## config.mk

```make
export PLATFORM = sky130hd
export DESIGN_NAME = hilo_commit_pipe_flat
export DESIGN_NICKNAME = d
export VERILOG_FILES = /design/src/rtl/hilo_commit_pipe_if.sv /design/src/rtl/hilo_commit_pipe.sv /design/src/flat_wrapper.sv
export SDC_FILE = /design/constraint.sdc
export NUM_CORES = 1
export LEC_CHECK = 0
export ABC_AREA = 1
export CAP_MARGIN = 30
export CORE_AREA = 4 4 182 184
export DETAILED_ROUTE_END_ITERATION = 10
export DIE_AREA = 0 0 186 188
export GPL_ROUTABILITY_DRIVEN = 0
export PLACE_DENSITY = 0.78
export SLEW_MARGIN = 20
export SYNTH_ARGS = -nofsm -noshare
export SYNTH_HDL_FRONTEND = slang
export SYNTH_SLANG_ARGS = --single-unit
```

## constraint.sdc

```tcl
create_clock -name clk -period 1.9 [get_ports clk]
set_clock_uncertainty 0.2 [all_clocks]
set_input_delay 0.285 -clock clk [delete_from_list [all_inputs] [get_ports clk]]
set_output_delay 0.285 -clock clk [all_outputs]
set_load 0.01 [all_outputs]
```

## src/rtl/hilo_commit_pipe_if.sv

```systemverilog
// Execute-stage result and HI/LO write bus feeding hilo_commit_pipe.
// The master side is the execute stage; the slave side is the commit pipe.
interface hilo_commit_pipe_if #(
  parameter int DATA_W = 32,
  parameter int ADDR_W = 5
);
  logic [ADDR_W-1:0] ex_wd_i;
  logic              ex_wreg_i;
  logic [DATA_W-1:0] ex_wdata_i;
  logic              ex_whilo_i;
  logic [DATA_W-1:0] ex_hi_i;
  logic [DATA_W-1:0] ex_lo_i;

  modport master (
    output ex_wd_i, ex_wreg_i, ex_wdata_i, ex_whilo_i, ex_hi_i, ex_lo_i
  );

  modport slave (
    input  ex_wd_i, ex_wreg_i, ex_wdata_i, ex_whilo_i, ex_hi_i, ex_lo_i
  );
endinterface

```

## src/rtl/hilo_commit_pipe.sv

```systemverilog
// EX/MEM and MEM/WB pipeline registers plus architectural HI/LO, with forwarding taps.
// Optional macro HILO_BYPASS_EN: hi_o/lo_o become write-through from the MEM/WB stage.
module hilo_commit_pipe #(
  parameter int DATA_W = 32,
  parameter int ADDR_W = 5
) (
  input  logic              clk,
  input  logic              rst,
  input  logic [5:0]        stall_i,
  input  logic              flush_i,
  hilo_commit_pipe_if.slave ex,
  output logic              mem_whilo_o,
  output logic [DATA_W-1:0] mem_hi_o,
  output logic [DATA_W-1:0] mem_lo_o,
  output logic              wb_whilo_o,
  output logic [DATA_W-1:0] wb_hi_o,
  output logic [DATA_W-1:0] wb_lo_o,
  output logic              rf_we_o,
  output logic [ADDR_W-1:0] rf_waddr_o,
  output logic [DATA_W-1:0] rf_wdata_o,
  output logic [DATA_W-1:0] hi_o,
  output logic [DATA_W-1:0] lo_o
);

  typedef struct packed {
    logic [ADDR_W-1:0] wd;
    logic              wreg;
    logic [DATA_W-1:0] wdata;
    logic              whilo;
    logic [DATA_W-1:0] hi;
    logic [DATA_W-1:0] lo;
  } stage_t;

  stage_t            ex_stage;
  stage_t            ex_mem_d, ex_mem_q;
  stage_t            mem_wb_d, mem_wb_q;
  logic [DATA_W-1:0] hi_d, hi_q;
  logic [DATA_W-1:0] lo_d, lo_q;
  logic              commit;

  always_comb begin
    ex_stage.wd    = ex.ex_wd_i;
    ex_stage.wreg  = ex.ex_wreg_i;
    ex_stage.wdata = ex.ex_wdata_i;
    ex_stage.whilo = ex.ex_whilo_i;
    ex_stage.hi    = ex.ex_hi_i;
    ex_stage.lo    = ex.ex_lo_i;
  end

  // A stage whose producer is stopped but whose own stage runs takes a bubble.
  always_comb begin
    // NOTE: every output gets a default first, so no path can infer a latch.
    ex_mem_d = ex_mem_q;
    mem_wb_d = mem_wb_q;
    hi_d     = hi_q;
    lo_d     = lo_q;

    if (flush_i)                       ex_mem_d = '0;
    else if (stall_i[3] && !stall_i[4]) ex_mem_d = '0;
    else if (!stall_i[3])              ex_mem_d = ex_stage;

    if (flush_i)                       mem_wb_d = '0;
    else if (stall_i[4] && !stall_i[5]) mem_wb_d = '0;
    else if (!stall_i[4])              mem_wb_d = ex_mem_q;

    // The WB instruction retires even during a flush.
    commit = mem_wb_q.whilo && !stall_i[5];
    if (commit) begin
      hi_d = mem_wb_q.hi;
      lo_d = mem_wb_q.lo;
    end
  end

  always_ff @(posedge clk) begin
    // NOTE: non-blocking assignments keep all flops updating from pre-edge values.
    if (rst) begin
      ex_mem_q <= '0;
      mem_wb_q <= '0;
      hi_q     <= '0;
      lo_q     <= '0;
    end else begin
      ex_mem_q <= ex_mem_d;
      mem_wb_q <= mem_wb_d;
      hi_q     <= hi_d;
      lo_q     <= lo_d;
    end
  end

  assign mem_whilo_o = ex_mem_q.whilo;
  assign mem_hi_o    = ex_mem_q.hi;
  assign mem_lo_o    = ex_mem_q.lo;
  assign wb_whilo_o  = mem_wb_q.whilo;
  assign wb_hi_o     = mem_wb_q.hi;
  assign wb_lo_o     = mem_wb_q.lo;
  assign rf_we_o     = mem_wb_q.wreg && !stall_i[5];
  assign rf_waddr_o  = mem_wb_q.wd;
  assign rf_wdata_o  = mem_wb_q.wdata;

`ifdef HILO_BYPASS_EN
  assign hi_o = commit ? mem_wb_q.hi : hi_q;
  assign lo_o = commit ? mem_wb_q.lo : lo_q;
`else
  assign hi_o = hi_q;
  assign lo_o = lo_q;
`endif

endmodule

```

## src/flat_wrapper.sv

```systemverilog
// flat-port wrapper written by rule: the top's interface ports become plain ports
module hilo_commit_pipe_flat 
#(
  parameter int DATA_W = 32,
  parameter int ADDR_W = 5
)
  (clk, rst, stall_i, flush_i, mem_whilo_o, mem_hi_o, mem_lo_o, wb_whilo_o, wb_hi_o, wb_lo_o, rf_we_o, rf_waddr_o, rf_wdata_o, hi_o, lo_o, ex_ex_wd_i, ex_ex_wreg_i, ex_ex_wdata_i, ex_ex_whilo_i, ex_ex_hi_i, ex_ex_lo_i);
  hilo_commit_pipe_if #(.DATA_W(DATA_W), .ADDR_W(ADDR_W)) ex_i ();
  input  logic clk;
  input  logic rst;
  input  logic [5:0] stall_i;
  input  logic flush_i;
  output logic mem_whilo_o;
  output logic [DATA_W-1:0] mem_hi_o;
  output logic [DATA_W-1:0] mem_lo_o;
  output logic wb_whilo_o;
  output logic [DATA_W-1:0] wb_hi_o;
  output logic [DATA_W-1:0] wb_lo_o;
  output logic rf_we_o;
  output logic [ADDR_W-1:0] rf_waddr_o;
  output logic [DATA_W-1:0] rf_wdata_o;
  output logic [DATA_W-1:0] hi_o;
  output logic [DATA_W-1:0] lo_o;
  input wire logic [$bits(ex_i.ex_wd_i)-1:0] ex_ex_wd_i;
  input wire logic [$bits(ex_i.ex_wreg_i)-1:0] ex_ex_wreg_i;
  input wire logic [$bits(ex_i.ex_wdata_i)-1:0] ex_ex_wdata_i;
  input wire logic [$bits(ex_i.ex_whilo_i)-1:0] ex_ex_whilo_i;
  input wire logic [$bits(ex_i.ex_hi_i)-1:0] ex_ex_hi_i;
  input wire logic [$bits(ex_i.ex_lo_i)-1:0] ex_ex_lo_i;
  assign ex_i.ex_wd_i = ex_ex_wd_i;
  assign ex_i.ex_wreg_i = ex_ex_wreg_i;
  assign ex_i.ex_wdata_i = ex_ex_wdata_i;
  assign ex_i.ex_whilo_i = ex_ex_whilo_i;
  assign ex_i.ex_hi_i = ex_ex_hi_i;
  assign ex_i.ex_lo_i = ex_ex_lo_i;
  hilo_commit_pipe #(.DATA_W(DATA_W), .ADDR_W(ADDR_W)) u_core (.clk(clk), .rst(rst), .stall_i(stall_i), .flush_i(flush_i), .ex(ex_i), .mem_whilo_o(mem_whilo_o), .mem_hi_o(mem_hi_o), .mem_lo_o(mem_lo_o), .wb_whilo_o(wb_whilo_o), .wb_hi_o(wb_hi_o), .wb_lo_o(wb_lo_o), .rf_we_o(rf_we_o), .rf_waddr_o(rf_waddr_o), .rf_wdata_o(rf_wdata_o), .hi_o(hi_o), .lo_o(lo_o));
endmodule
```

==> qor.csv <==
stage,metric,value,unit
sta,unrepaired setup endpoints after global routing,no,
sta,Slew HR,65.1,%
sta,Max Freq,570,MHz
floorplan,Die Y,188,um
sta,minimum clock period,1.76,ns
pwr,Power per Cell Area,828,nW/um2
detailed_routing,Post-DRT Antenna Nets,0,
synth,number of synthesized register bits,270,
sta,Hold Fails Final Rpt,0,
setup_path,"reg-to-reg slack, setup",0.50,ns
final_layout,"commonest non-fill, non-tap cell in the layout",nor2_1,
sta,Worst-Margin Slew,0.523,ns
final_layout,FF/Latch Area,5410,um2
setup_path,worst reg2reg startpoint,u_core.wb_whilo_o,
clocking,TritonCTS clock tree,done,
floorplan,Initial Utilization,40.5,%
clocking,H-tree levels,1,
setup_path,cells on worst reg2reg path,4,
floorplan,Die X,186,um
clocking,CTS clock-pin slew for the worst setup and hold paths,0.07,ns
final_layout,area of the multi-input gates,4440,um2
setup_path,WP buf/inv,1,
global_route,grt total ovfl,0,
clocking,worst skew pair latency,0.55,ns
placement,Port Buffers,340,
setup_path,worst r2r dst,u_core.lo_o[5],
detailed_routing,Vias,10600,
setup_path,Worst path depth,1,
final_layout,layout cells sized above 1,4.34,%
setup_path,critical path's slowest cell,dfxtp_1,
final_layout,layout net count,2137,
pwr,Leak,7.78,nW
global_route,vias in the first global route,10300,
clocking,clock sinks,270,
global_route,pin count of the biggest net entering global routing,104,
min_path,hold depth,5,
placement,DP HPWL,22.7,mm
setup_path,Critical Path End,mem_lo_o[24],
setup_path,Worst EP arrival,1.27,ns
detailed_routing,vias per cell,4.32,
setup_path,worst-path cell chain,dlygate4sd2_1,
synth,Synth Cell Area,12700,um2
detailed_routing,Pre-antenna DRT Iters,7,
setup_path,critical path's largest stage delay,0.39,ns
synth,YS warnings,0,
global_route,initial antenna violation count,2,
detailed_routing,DRC,0,
setup_path,Setup crit start,u_core.mem_lo_o[24],
clocking,clk root buf,clkbuf_16,
pwr,maximum vdd drop,0.000761,V
final_layout,most frequent cells in the layout,"nor2_1, nand2_1, inv_1, dfxtp_1, dlygate4sd2_1",
setup_path,critical path class,register to primary output,
global_route,first-pass GRT wire length,53.2,mm
floorplan,Row Count,65,
sta,Final setup viols,0,
min_path,Hold Path Class,primary input to register,
setup_path,Top delay family on crit path,flip-flops,
floorplan,Core Area,31400,um2
clocking,TritonCTS Buffers,30,
synth,sequential-to-total area share from yosys stat,42.5,%
setup_path,Crit. End Element,primary output,
final_layout,FILL cells,3050,
run,maxcap violations,0,
detailed_routing,DR iter-0 viols,378,
sta,Final period util,92.4,%
sta,Final Hold Slack,0.0152,ns
sta,max-slew violations,0,
synth,Unique masters post-synth,15,
synth,syn_nets,2002,
setup_path,startpoint types,register,
global_route,overall routing resource usage,18.4,%
synth,synthesized instance count,1890,
clocking,Post-CTS Setup Inserts,0,
setup_path,worst-path fanout max,3,
floorplan,area of the die,35000,um2
final_layout,Finished Cell Area,15900,um2
setup_path,Worst Path Required,1.41,ns
final_layout,Synth-to-Final Area Change,25.2,%
detailed_routing,Post-Route WL,33.0,mm
floorplan,IO Pins,344,
detailed_routing,drt wl/cell,13.5,um
placement,Area after DPL,15100,um2
status,status,completed,
synth,Mapped Avg Cell Area,6.72,um2
clocking,clk buf depth,3,
worst min-delay path by stage:
stage / from / end / slack, ns
2_1_floorplan: rst / u_core.lo_o[21] / 0.27
4_1_cts: stall_i[3] / u_core.mem_lo_o[25] / 0.003
5_1_grt: stall_i[3] / u_core.mem_lo_o[25] / 0.02
3_5_place_dp: u_core.hi_o[22] / u_core.hi_o[22] / 0.27
6_report: stall_i[3] / u_core.mem_lo_o[25] / 0.02
3_3_place_gp: u_core.hi_o[23] / u_core.hi_o[23] / 0.26
flip-flops by register name (all words and copies together) (netlist names):
name,cells
u_core.ex_mem_q,38
u_core.hi_o,32
u_core.lo_o,32
u_core.mem_hi_o,32
u_core.mem_lo_o,32
u_core.rf_wdata_o,32
u_core.wb_hi_o,32
u_core.wb_lo_o,32
u_core.rf_waddr_o,5
u_core.mem_wb_q,1
u_core.mem_whilo_o,1
u_core.wb_whilo_o,1
metrics by stage:
step,instances,power [mW],utilization (%),setup TNS [ns],worst slack (ns)
floorplan,1890,6.50,-,0,0.641
global placement,2394,6.87,48.0,0,0.0412
detailed placement,2394,6.89,48.0,-0.00218,-0.00218
CTS,2451,13.4,50.6,0,0.107
global route,2453,13.7,50.7,0,0.0670
finish,2453,13.2,50.7,0,0.144
logic make-up (layout without fill, tap and decap cells):
group / Yosys count / count (layout) / synth area share [%]
other: 0 / 2 / 0
AOI/OAI and AO/OA: 1 / 1 / 0.0690
and+or+nand+nor: 1085 / 1085 / 34.8
buffers and inverters: 534 / 693 / 22.6
DFF: 270 / 270 / 42.5
synth_stat cells:
master	n	area share, %
clkbuf_1	1	0.030
nand3_1	64	2.5
nor2_1	542	16
o21ai_2	1	0.069
nand2_1	375	11
inv_2	2	0.059
buf_6	17	1.5
inv_4	1	0.049
buf_2	53	2.1
inv_1	272	8.0
buf_1	9	0.27
dfxtp_1	270	43
nor2_4	1	0.089
and2_0	103	5.1
buf_4	179	11
report_power, final:
group          internal, mW  total, mW  leakage [nW]  switching [mW]
logic                 0.435      0.936          5.07           0.502
clock network          3.98       6.45         0.533            2.48
registers              5.73       5.78          2.18          0.0510
what timing repair did:
action | in CTS | in global routing
hold buffers | 1 | 0
setup endpoints to repair | 232 | 0
hold endpoints to repair | 1 | 0
resized for setup | 235 | 0
final cells by class:
type	instances	share of cell area [%]
diodes	2	0.0315
repair buffers	362	21.3
inverters	275	6.51
clock buffers	32	4.96
multi-input cells	1086	27.9
flip-flops and latches	270	34.0
clock inverters	24	2.07
well taps	402	3.16
routing by layer:
layer,track usage (%),share of wire (%)
met5,0,0
met4,7.43,4.0
met3,4.93,7.7
met1,22.1,42
met2,31.1,47
Power figures use the tool's default switching activity.
==> variant 1, RTL diff (same settings) <==
`DATA_W` is set to 32 in 3 places; all go to 36.
--- a/src/rtl/hilo_commit_pipe_if.sv
+++ b/src/rtl/hilo_commit_pipe_if.sv
@@ -2,5 +2,5 @@
 // The master side is the execute stage; the slave side is the commit pipe.
 interface hilo_commit_pipe_if #(
-  parameter int DATA_W = 32,
+  parameter int DATA_W = 36,
   parameter int ADDR_W = 5
 );
--- a/src/rtl/hilo_commit_pipe.sv
+++ b/src/rtl/hilo_commit_pipe.sv
@@ -2,5 +2,5 @@
 // Optional macro HILO_BYPASS_EN: hi_o/lo_o become write-through from the MEM/WB stage.
 module hilo_commit_pipe #(
-  parameter int DATA_W = 32,
+  parameter int DATA_W = 36,
   parameter int ADDR_W = 5
 ) (
--- a/src/flat_wrapper.sv
+++ b/src/flat_wrapper.sv
@@ -2,5 +2,5 @@
 module hilo_commit_pipe_flat 
 #(
-  parameter int DATA_W = 32,
+  parameter int DATA_W = 36,
   parameter int ADDR_W = 5
 )
Interface: changed (10 resized); port bits go from 344 to 384. The function was not compared with the original's and may differ.
==> variant 1 against the unedited design <==
- worst hold slack better by 0.028 ns
- sequential cell count up 32
- worst setup slack worse by 0.11 ns
- die area unchanged
- area after synthesis up 11%
- routed wire length up 15%
- final area up 12%
- critical path depth unchanged
- power up 6.1%
- critical endpoint is now lo_o[20]
- largest cell class unchanged
- highest routed layer is now met5
==> variant 1: results <==
export IMPL_status="complete, no violations"
export IMPL_nets=2394
export IMPL_ys_top_cells_by_area="dfxtp_1 43%, nor2_1 16%, nand2_1 11%, buf_4 11%, inv_1 8.1%"
export IMPL_port_buffers=380
export IMPL_crit_fanout=2
export IMPL_grt_max_degree=116
export IMPL_largest_register_ffs=42
export IMPL_regMostFlops="u_core.ex_mem_q"
export IMPL_path_delay_family="buffers and inverters"
export IMPL_vias=12000
export IMPL_grt_pass1_wl_mm=59.8
export IMPL_arrival_ns=1.38
export IMPL_layout_drive_gt1_share_pct=4.10
export IMPL_slew_headroom_pct=62.4
export IMPL_antenna_found_initial=1
export IMPL_h_tree_depth=2
export IMPL_drtIter0Drc=652
export IMPL_cts_clk_slew_worst_paths_ns=0.06
export IMPL_cts_made_buffers=34
export IMPL_firstDrtPassIters=5
export IMPL_syn_inst=2112
export IMPL_syn_nets=2236
export IMPL_met2_usage_pct=34.7
export IMPL_grt_total_usage_pct=21.0
export IMPL_postPlaceCellArea_sq_um=16900
export IMPL_cts_path_max_buffers=3
export IMPL_hpwlAfterDp_mm=26.3
export IMPL_synthTopCellsByCount="606 x nor2_1, 419 x nand2_1, 304 x inv_1"
export IMPL_drt_wl_total_mm=37.9
export IMPL_ir_drop_mv=0.484
export IMPL_fillers=2982
export IMPL_synth_cell_type_count=15
export IMPL_met1_usage_pct=25.9
export IMPL_p_leak_uw=0.00911
export IMPL_yosys_warnings=0
export IMPL_gr_usage_met3_pct=5.20
export IMPL_insertion_delay_ns=0.51
export IMPL_crit_slowest_cell="clkdlybuf4s50_1"
export IMPL_ys_seq_area_share_pct=43.0
export IMPL_diodes=0
export IMPL_dpl_cell_count=2636
export IMPL_wire_per_inst_microns=14.1
export IMPL_ys_flop_type="dfxtp_1"
export IMPL_slowest_delay_ns=0.54
variant 1: cell types whose count changed in the layout (fill, tap and decap cells not counted), moves of 13 or more:
cell / delta
dlymetal6s2s_1: +32
dlygate4sd2_1: -13
clkdlybuf4s50_1: +21
nor2_1: +64
inv_1: +32
dfxtp_1: +34
nand2_1: +44
variant 1: final cells by class:
cell class | instances | area, sq um | share of cell area [%]
clock inverters | 9 | 91.3 | 0.512
multi-input cells | 1214 | 4960 | 27.8
clock buffers | 49 | 1010 | 5.65
flip-flops and latches | 302 | 6050 | 33.9
inverters | 307 | 1150 | 6.48
well taps | 402 | 503 | 2.82
repair buffers | 411 | 4070 | 22.8
variant 1: cell families after synthesis:
kind of cell / share of synthesized area, %
AND/OR/NAND/NOR: 35.0
buffers and inverters: 21.9
flip-flops: 43.0
AO/OA/AOI/OAI: 0.0622
variant 1: path summary, 6_finish.rpt:
check,cells after the start,from,slack (ns),endpoint
setup / recovery,1,u_core.lo_o[20]$_SDFFE_PP0P_,0.03,lo_o[20]
hold / removal,5,stall_i[3],0.04,u_core.mem_hi_o[18]$_SDFFE_PP0N_
setup reg to reg,5,u_core.wb_whilo_o$_SDFFE_PP0N_,0.56,u_core.lo_o[20]$_SDFFE_PP0P_
hold reg to reg,2,u_core.lo_o[26]$_SDFFE_PP0P_,0.27,u_core.lo_o[26]$_SDFFE_PP0P_
variant 1: where the power goes:
part / internal (uW) / switching [uW] / total, uW
Combinational: 512 / 569 / 1080
Sequential: 6420 / 57.7 / 6470
Clock: 3820 / 2590 / 6420
Total: 10800 / 3220 / 14000
variant 1: through the flow:
step / setup TNS (ns) / total power, uW / hold slack [ns] / setup WS (ns)
after floorplan: 0 / 7240 / 0.262 / 0.550
after global placement: -0.207 / 7720 / 0.262 / -0.0595
after detailed placement: -0.543 / 7740 / 0.272 / -0.0679
after CTS: 0 / 14200 / 0.0261 / 0.000131
after global routing: 0 / 14500 / 0.0522 / 0.000375
final: 0 / 14000 / 0.0437 / 0.0327
variant 1: repair_timing:
action | in CTS | in global routing
resized for setup | 220 | 32
endpoints found under the hold margin | 0 | 0
setup endpoints to repair | 219 | 32
variant 1: metal layers:
metal | share of wire [%] | routed length, microns
met2 | 46 | 17500
met5 | 0.034 | 13
met3 | 8.0 | 3040
met1 | 41 | 15700
met4 | 4.4 | 1650
==> variant 2, RTL diff (same flow settings) <==
Without the edit above. `hi_q` no longer has a reset.
--- a/src/rtl/hilo_commit_pipe.sv
+++ b/src/rtl/hilo_commit_pipe.sv
@@ -77,12 +77,14 @@
       ex_mem_q <= '0;
       mem_wb_q <= '0;
-      hi_q     <= '0;
       lo_q     <= '0;
     end else begin
       ex_mem_q <= ex_mem_d;
       mem_wb_q <= mem_wb_d;
-      hi_q     <= hi_d;
       lo_q     <= lo_d;
     end
+  end
+
+  always_ff @(posedge clk) begin
+    hi_q <= hi_d;
   end
 
Check against the original RTL: differs if rst is asserted again (counterexample within 4 cycles, from zero or initial values and one cycle with rst high); with rst held inactive, the same outputs for 4 cycles.
==> variant 2 against the unedited design <==
- sequential cell count unchanged
- sequential power grew 2%
- area after synthesis shrank 3.1%
- power shrank 3.2%
- worst hold slack improved by 0.040 ns
- worst setup slack worse by 0.022 ns
- final area down 1.9%
- routed wire length shrank 3.4%
- fmax shrank 1.2%
- count of clock-buffer cells in the layout increased by 9
- critical endpoint is now rf_we_o
- highest routed layer unchanged
==> variant 2: results <==
export IMPL_grt_total_usage_pct=17.5
export IMPL_fin_ws_ns=0.122
export IMPL_p_leak_uw=0.00761
export IMPL_inv_count=243
export IMPL_ys_top_cells_by_area="dfxtp_1 39%, nor2_1 15%, buf_4 11%, nand2_1 10%, edfxtp_1 7.8%"
export IMPL_wire_per_inst_microns=13.9
export IMPL_holdWs_ns=0.0555
export IMPL_hpwlAfterDp_mm=21.8
export IMPL_synth_edff_count=32
export IMPL_layout_drive_gt1_share_pct=4.23
export IMPL_ff2ff_setup_slack_ns=0.41
export IMPL_synth_compound_area_share_pct=0.0711
export IMPL_drtIter0Drc=423
export IMPL_grt_pass1_vias=9476
export IMPL_clkbuf_count=41
export IMPL_crit_path_start="u_core.mem_wb_q[97]$_SDFFE_PP0N_"
export IMPL_status="complete, no violations"
export IMPL_slowest_delay_ns=0.33
export IMPL_clkCellAreaFrac_pct=6.48
export IMPL_cts_made_buffers=28
export IMPL_crit_path_end="rf_we_o"
export IMPL_synth_cell_type_count=16
export IMPL_dpl_cell_count=2240
export IMPL_multi_input_area_share_pct=25.1
export IMPL_antenna_found_initial=0
export IMPL_stdcell_count=2293
## variant 2: cell types whose count changed in the layout (fill, tap and decap cells not counted), moves of 28 or more
cell      before  now
nand2_1      374  342
and2_0       103   33
edfxtp_1       0   32
nor2_1       542  478
and2_1         0   70
inv_1        272  241
nand3_1       64   32
dfxtp_1      266  238
## variant 2: per-layer routing
metal  track usage, %  vias to the layer above  part of all wire, %
met4             5.80                        0                  3.1
li1                 -                     5081                    -
met1             21.8                     4472                   42
met5                0                        -                    0
met2             30.0                      307                   48
met3             3.57                       67                  6.7
## variant 2: tightest hold or removal path, cell delays in order
cell	delay (ns)
buf_4	0.12
inv_4	0.06
nand2_1	0.11
and2_1	0.13
nor2_1	0.03
## variant 2: repair_timing
| item | 4_1_cts | 5_1_grt |
|---|---|---|
| hold buffers | 1 | 0 |
| resized for setup | 225 | 7 |
| setup endpoints to repair | 225 | 7 |
| endpoints found under the hold margin | 10 | 0 |
